<file path="src/rtl/clk_disp_pkg.sv">
// Shared definitions for the clock/display stage: field selects, glyphs, decoder.
package clk_disp_pkg;

  localparam int unsigned BCD_W  = 8;
  localparam int unsigned SEG_W  = 7;
  localparam int unsigned IDX_W  = 3;

  // Field select encodings for set mode
  typedef enum logic [1:0] {
    SEL_SEC  = 2'd0,
    SEL_MIN  = 2'd1,
    SEL_HR   = 2'd2,
    SEL_NONE = 2'd3
  } sel_e;

  // Active-low glyphs, bit order {g,f,e,d,c,b,a}
  localparam logic [SEG_W-1:0] SEG_0     = 7'b1000000;
  localparam logic [SEG_W-1:0] SEG_1     = 7'b1111001;
  localparam logic [SEG_W-1:0] SEG_2     = 7'b0100100;
  localparam logic [SEG_W-1:0] SEG_3     = 7'b0110000;
  localparam logic [SEG_W-1:0] SEG_4     = 7'b0011001;
  localparam logic [SEG_W-1:0] SEG_5     = 7'b0010010;
  localparam logic [SEG_W-1:0] SEG_6     = 7'b0000010;
  localparam logic [SEG_W-1:0] SEG_7     = 7'b1111000;
  localparam logic [SEG_W-1:0] SEG_8     = 7'b0000000;
  localparam logic [SEG_W-1:0] SEG_9     = 7'b0010000;
  localparam logic [SEG_W-1:0] SEG_BLANK = 7'b1111111;

  // BCD nibble to glyph; non-decimal nibbles show blank
  function automatic logic [SEG_W-1:0] bcd2seg(input logic [3:0] d);
    case (d)
      4'd0:    bcd2seg = SEG_0;
      4'd1:    bcd2seg = SEG_1;
      4'd2:    bcd2seg = SEG_2;
      4'd3:    bcd2seg = SEG_3;
      4'd4:    bcd2seg = SEG_4;
      4'd5:    bcd2seg = SEG_5;
      4'd6:    bcd2seg = SEG_6;
      4'd7:    bcd2seg = SEG_7;
      4'd8:    bcd2seg = SEG_8;
      4'd9:    bcd2seg = SEG_9;
      default: bcd2seg = SEG_BLANK;
    endcase
  endfunction

endpackage

</file>
<file path="src/rtl/bcd_mod_cnt.sv">
// Two-digit BCD counter that wraps to 00 after reaching max.
//   clkin, rst_n : clock, async active-low reset
//   inc          : advance one count this cycle
//   max          : BCD terminal value
//   q            : current BCD value (registered)
//   wrap         : combinational, inc && q == max
module bcd_mod_cnt
  import clk_disp_pkg::*;
(
  input  logic             clkin,
  input  logic             rst_n,
  input  logic             inc,
  input  logic [BCD_W-1:0] max,
  output logic [BCD_W-1:0] q,
  output logic             wrap
);

  assign wrap = inc && (q == max);

  // Units 9 -> 0 carries into tens; terminal value returns to 00
  always_ff @(posedge clkin or negedge rst_n) begin
    if (!rst_n) begin
      q <= '0;
    end else if (inc) begin
      if (q == max)           q      <= '0;
      else if (q[3:0] == 4'd9) q      <= {q[7:4] + 4'd1, 4'd0};
      else                    q[3:0] <= q[3:0] + 4'd1;
    end
  end

endmodule

</file>
<file path="src/rtl/hms_scan_core.sv">
// HH:MM:SS BCD timekeeper with set mode and a six-digit multiplexed 7-seg scan.
//   clkin, rst_n        : clock, async active-low reset
//   tick_sec, tick_scan : one-cycle strobes (1 Hz, digit scan)
//   set_en/set_sel/set_inc : manual set mode, field select, field increment
//   sec_bcd/min_bcd/hr_bcd : current time, BCD
//   day_pulse           : one cycle after 23:59:59 -> 00:00:00
//   dig_n, seg_n        : active-low digit enable and segments
module hms_scan_core
  import clk_disp_pkg::*;
#(
  parameter logic [7:0]  HOUR_MAX = 8'h23,
  parameter logic [7:0]  MIN_MAX  = 8'h59,
  parameter int unsigned NDIG     = 6
) (
  input  logic             clkin,
  input  logic             rst_n,
  input  logic             tick_sec,
  input  logic             tick_scan,
  input  logic             set_en,
  input  logic [1:0]       set_sel,
  input  logic             set_inc,
  output logic [BCD_W-1:0] sec_bcd,
  output logic [BCD_W-1:0] min_bcd,
  output logic [BCD_W-1:0] hr_bcd,
  output logic             day_pulse,
  output logic [NDIG-1:0]  dig_n,
  output logic [SEG_W-1:0] seg_n
);

  localparam logic [IDX_W-1:0] LAST_IDX = IDX_W'(NDIG - 1);

  logic             tick_ok_c, edit_c;
  logic             sec_inc_c, min_inc_c, hr_inc_c;
  logic             sec_wrap, min_wrap, hr_wrap;
  logic             blink;
  logic [IDX_W-1:0] idx, idx_nxt_c;
  logic [3:0]       nib_c;
  logic             blank_c;

  // Ticks only count outside set mode; edits only apply inside it
  assign tick_ok_c = tick_sec & ~set_en;
  assign edit_c    = set_en & set_inc;
  assign sec_inc_c = tick_ok_c | (edit_c && set_sel == SEL_SEC);
  assign min_inc_c = (sec_wrap & ~set_en) | (edit_c && set_sel == SEL_MIN);
  assign hr_inc_c  = (min_wrap & ~set_en) | (edit_c && set_sel == SEL_HR);

  bcd_mod_cnt u_sec (.clkin(clkin), .rst_n(rst_n), .inc(sec_inc_c), .max(MIN_MAX),
                     .q(sec_bcd), .wrap(sec_wrap));
  bcd_mod_cnt u_min (.clkin(clkin), .rst_n(rst_n), .inc(min_inc_c), .max(MIN_MAX),
                     .q(min_bcd), .wrap(min_wrap));
  bcd_mod_cnt u_hr  (.clkin(clkin), .rst_n(rst_n), .inc(hr_inc_c),  .max(HOUR_MAX),
                     .q(hr_bcd),  .wrap(hr_wrap));

  // Next scan position and the nibble/blanking it will show
  always_comb begin
    idx_nxt_c = (idx == LAST_IDX) ? '0 : idx + IDX_W'(1);
    case (idx_nxt_c)
      3'd0:    nib_c = sec_bcd[3:0];
      3'd1:    nib_c = sec_bcd[7:4];
      3'd2:    nib_c = min_bcd[3:0];
      3'd3:    nib_c = min_bcd[7:4];
      3'd4:    nib_c = hr_bcd[3:0];
      default: nib_c = hr_bcd[7:4];
    endcase
    blank_c = set_en && blink && (set_sel != SEL_NONE) &&
              (set_sel == 2'(idx_nxt_c >> 1));
  end

  // Day pulse, blink phase and scan outputs
  always_ff @(posedge clkin or negedge rst_n) begin
    if (!rst_n) begin
      day_pulse <= 1'b0;
      blink     <= 1'b0;
      idx       <= '0;
      dig_n     <= ~NDIG'(1);
      seg_n     <= SEG_0;
    end else begin
      day_pulse <= hr_wrap & ~set_en;
      if (tick_sec) blink <= ~blink;
      if (tick_scan) begin
        idx   <= idx_nxt_c;
        dig_n <= ~(NDIG'(1) << idx_nxt_c);
        seg_n <= blank_c ? SEG_BLANK : bcd2seg(nib_c);
      end
    end
  end

endmodule

</file>
<file path="config.mk">
export PLATFORM = sky130hd
export DESIGN_NAME = hms_scan_core
export DESIGN_NICKNAME = d
export VERILOG_FILES = /design/src/rtl/clk_disp_pkg.sv /design/src/rtl/bcd_mod_cnt.sv /design/src/rtl/hms_scan_core.sv
export SDC_FILE = /design/constraint.sdc
export NUM_CORES = 1
export LEC_CHECK = 0
export CAP_MARGIN = 20
export CELL_PAD_IN_SITES_DETAIL_PLACEMENT = 1
export CELL_PAD_IN_SITES_GLOBAL_PLACEMENT = 2
export CORE_MARGIN = 2
export CORE_UTILIZATION = 30
export CTS_CLUSTER_SIZE = 20
export DETAILED_ROUTE_END_ITERATION = 6
export GPL_TIMING_DRIVEN = 0
export PLACE_DENSITY_LB_ADDON = 0.1
export SETUP_SLACK_MARGIN = 0.05
export SKIP_LAST_GASP = 1
export SYNTH_ARGS = -nofsm -noshare
export SYNTH_HDL_FRONTEND = slang
export SYNTH_SLANG_ARGS = --single-unit
export TNS_END_PERCENT = 5
</file>
<file path="constraint.sdc">
create_clock -name clkin -period 2.14 [get_ports clkin]
set_input_delay 0.428 -clock clkin [delete_from_list [all_inputs] [get_ports clkin]]
set_output_delay 0.428 -clock clkin [all_outputs]
set_load 0.05 [all_outputs]
</file>
==> results.cfg <==
[worst_setup_path]
path_depth = 7
worst-setup-path-type = input port to flip-flop
regToRegSetupSlack_ps = -40
worstRegToRegCells = 8
timing.critical_path.required_ps = 2320
timing.critical_path.slowest_stage_cell = clkdlybuf4s50_1
crit_path_end_kind = flip-flop
critPathMaxFanout = 10
worstSetupStartpointType = input port
largest_delay_contributor_family_on_the_critical_path = buffers and inverters
worstPathCellList = clkdlybuf4s50_1, and2b_1, nand3_2, o32a_1, buf_6, nor3b_2, mux2_2
critical_path.n_buffers_inverters = 2
cpPeakStageDelay_ps = 550
worst-endpoint-arrival_ps = 2370

[sta]
max_slew_violation_count = 0
slew_headroom_pct = 50.7
timing.final.setup_violations = 4
final-hold-violation-count = 0
clock-skew-final_ps = 2.90
fin_crit_ps = 2200
max_freq_mhz = 455
worstMarginPinSlew_ps = 728
period_share_pct = 103
fin_ws_ps = -55.8
rsz0062_at_grt = true

[die]
core_ar_mm2 = 0.00818
row_count = 33
die_height_um = 95.6
floorplan.initialDensity_pct = 30.8
die_w_um = 95.6
die-area_mm2 = 0.00914
boundaryPins = 46

[clock_network]
cts-buffers-inserted = 5
clk_path_buf_depth = 2
cts_hold_buf = 0
cts.sinks = 42
clock_latency_on_the_worst_skew_pair_ps = 290
cts.reportedPaths.clkPinSlew_ps = 80
cts_post_setup_buffers_inserted = 0
tritoncts = built
cts_htree_levels = 2
cts_root_buffer = clkbuf_8

[detailed_routing]
route.antenna.remaining_nets = 0
drt-wirelength-per-cell_um = 16.3
drt_wl_total_mm = 6.71
first_iter_violations = 51
routed_via_density = 5.08
detail_route.first_pass.iterations = 4
vias = 2088
detail_route.drc_violations = 0

[synth]
number_of_instances_in_the_synthesized_netlist = 252
syn_nets = 275
synth.lib_cells_used.distinct = 47
synth_enable_flop_cells = 0
synth-seq-cells = 42
synth.avg_cell_area_um2 = 9.98
yosys_warning_total = 0
synth-async-reset-ratio_pct = 100
ys_dominant_reg_cell = dfrtp_1
synth_sequential_area_ratio_pct = 42.1
netlist_area_mm2 = 0.00252

[pwr]
internal_power_mw = 2.60
power_density_mw_per_mm2 = 1540
comb_power_share_pct = 59.0
p_total_mw = 5.04
clock_network_fraction_of_design_power_pct = 11.9
power.share.sequential_pct = 29.1
switching_share_pct = 48.4
pleak_nw = 1.34
power.ir.vdd_worst_mv = 0.526
p_switching_mw = 2.44

[status]
violated_checks = negative setup slack
status = complete, but fails checks

[grt]
grt_antenna_before_repair = 0
grt_max_degree = 29
grt-ovfl-total = 0
grt_pass1_vias = 2216
grt_first_pass_wirelength_mm = 11.2
groute.usage.overall_pct = 15.9

[layout]
seqCellArea_mm2 = 0.00107
design.final.nets = 328
final_util_pct = 40.1
layout.filler_cells = 933
n_antenna_cell = 0
layout-area-overhead-vs-synth_pct = 30.1
drive_gt1_share_pct = 18.0
multi_input_area_mm2 = 0.00136

[placed_design]
detailed_place_hpwl_mm = 5.15
io_buffer_count = 45
globalplace.congestion = 0.764

[hold_path]
min_path_type = input port to async pin

[job]
cap_violations = 0
==> synth_stat cells, drive strengths merged (2+ instances only) <==
| library cell | n | share of area [%] |
|---|---|---|
| a21oi | 8 | 1.6 |
| a31oi | 12 | 3.0 |
| and3b | 2 | 0.70 |
| buf | 8 | 2.3 |
| clkbuf | 2 | 0.30 |
| dfrtp | 36 | 36 |
| dfstp | 6 | 6.3 |
| ha | 15 | 7.5 |
| inv | 17 | 2.5 |
| mux2 | 11 | 5.2 |
| mux2i | 7 | 2.8 |
| mux4 | 5 | 4.5 |
| nand2 | 25 | 3.7 |
| nand2b | 6 | 1.5 |
| nand3 | 12 | 2.6 |
| nor2 | 19 | 2.8 |
| nor2b | 2 | 0.50 |
| nor3 | 3 | 0.60 |
| nor3b | 4 | 1.2 |
| o21ai | 18 | 3.6 |
| o22a | 2 | 0.70 |
| o31ai | 3 | 0.90 |
| o32a | 4 | 1.6 |
| or3 | 2 | 0.50 |
| or4 | 3 | 0.90 |
| xor2 | 5 | 1.7 |
==> flip-flops by register name (all words and copies together), names as in the netlist <==
register	cells
u_hr.q	8
u_min.q	8
u_sec.q	8
seg_n	7
dig_n	6
idx	3
blink	1
day_pulse	1
==> cells by family after synthesis <==
logic type               share of synthesized area [%]
AO/OA/AOI/OAI                                     14.0
XOR/XNOR                                          1.74
adder cells (fa/ha/maj)                           7.46
buffers and inverters                             5.17
flip-flops                                        42.1
multiplexers                                      12.5
AND/OR/NAND/NOR                                   17.1
==> repair_timing <==
| item | CTS | global route |
|---|---|---|
| resized for setup | 1 | 2 |
| setup endpoints to repair | 16 | 31 |
| pin swaps | 0 | 0 |
| cloned | 0 | 0 |
==> worst reg2reg max path, cell delays in order (launching register included) <==
cell and delay (ps):
dfrtp_2 460, inv_1 70, ha_1 180, and3b_1 280
nand3_2 120, o32a_1 310, buf_6 150, nor3b_2 180
mux2_2 340
==> layout make-up <==
cell class | instances | area share (%)
multi-input combinational | 183 | 41.6
sequential | 42 | 32.7
timing repair buffer | 46 | 14.2
tap | 105 | 4.01
clock buffer | 8 | 3.36
buffer | 10 | 2.14
inverter | 17 | 1.95
==> worst paths after layout <==
path	start	endpoint
hold reg to reg	dig_n[4]	dig_n[4]
hold / removal	rst_n	u_sec.q[7]
min in group clkin	dig_n[4]	dig_n[4]
max in group asynchronous	rst_n	dig_n[3]
setup reg to reg	u_sec.q[5]	u_hr.q[6]
setup / recovery	set_en	u_hr.q[6]
==> power by group through the flow <==
stage	Clock, mW	Combinational (mW)	Sequential (mW)
2_1_floorplan	0	1.27	2.27
3_3_place_gp	0	2.96	1.49
3_5_place_dp	0	2.99	1.49
4_1_cts	0.632	3.00	1.48
5_1_grt	0.665	3.26	1.52
6_report	0.601	2.97	1.46
==> per-layer routing <==
layer	wire [um]	up-vias	track usage, %
met5	0	-	0
met4	36	0	3.21
met3	177	2	3.08
met2	3120	36	25.3
met1	3380	1036	22.4
li1	-	1014	-
==> through the flow <==
stage	worst slack (ps)	cell area, um^2	cells	TNS, ps	hold WS (ps)
final	-55.8	3270	411	-153	54.3
after global routing	-184	3270	411	-1070	55.5
after CTS	-94.2	3260	411	-257	57.2
after detailed placement	-446	3150	403	-4920	379
after global placement	-834	3130	402	-30740	480
after floorplan	-13.0	2550	252	-13.6	132
==> cells in the final DEF (no fill, tap or decap), types with 7 or more instances in the layout <==
master           count
mux2_2               8
inv_1               16
clkdlybuf4s50_1     44
a31oi_1             11
clkbuf_8             8
dfrtp_2             10
o21ai_0             18
nor2_1              19
a21oi_1              7
dfrtp_1             26
ha_1                14
nand2_1             25
nand3_1             11
mux2i_1              7
(Power assumes the default switching activity.)
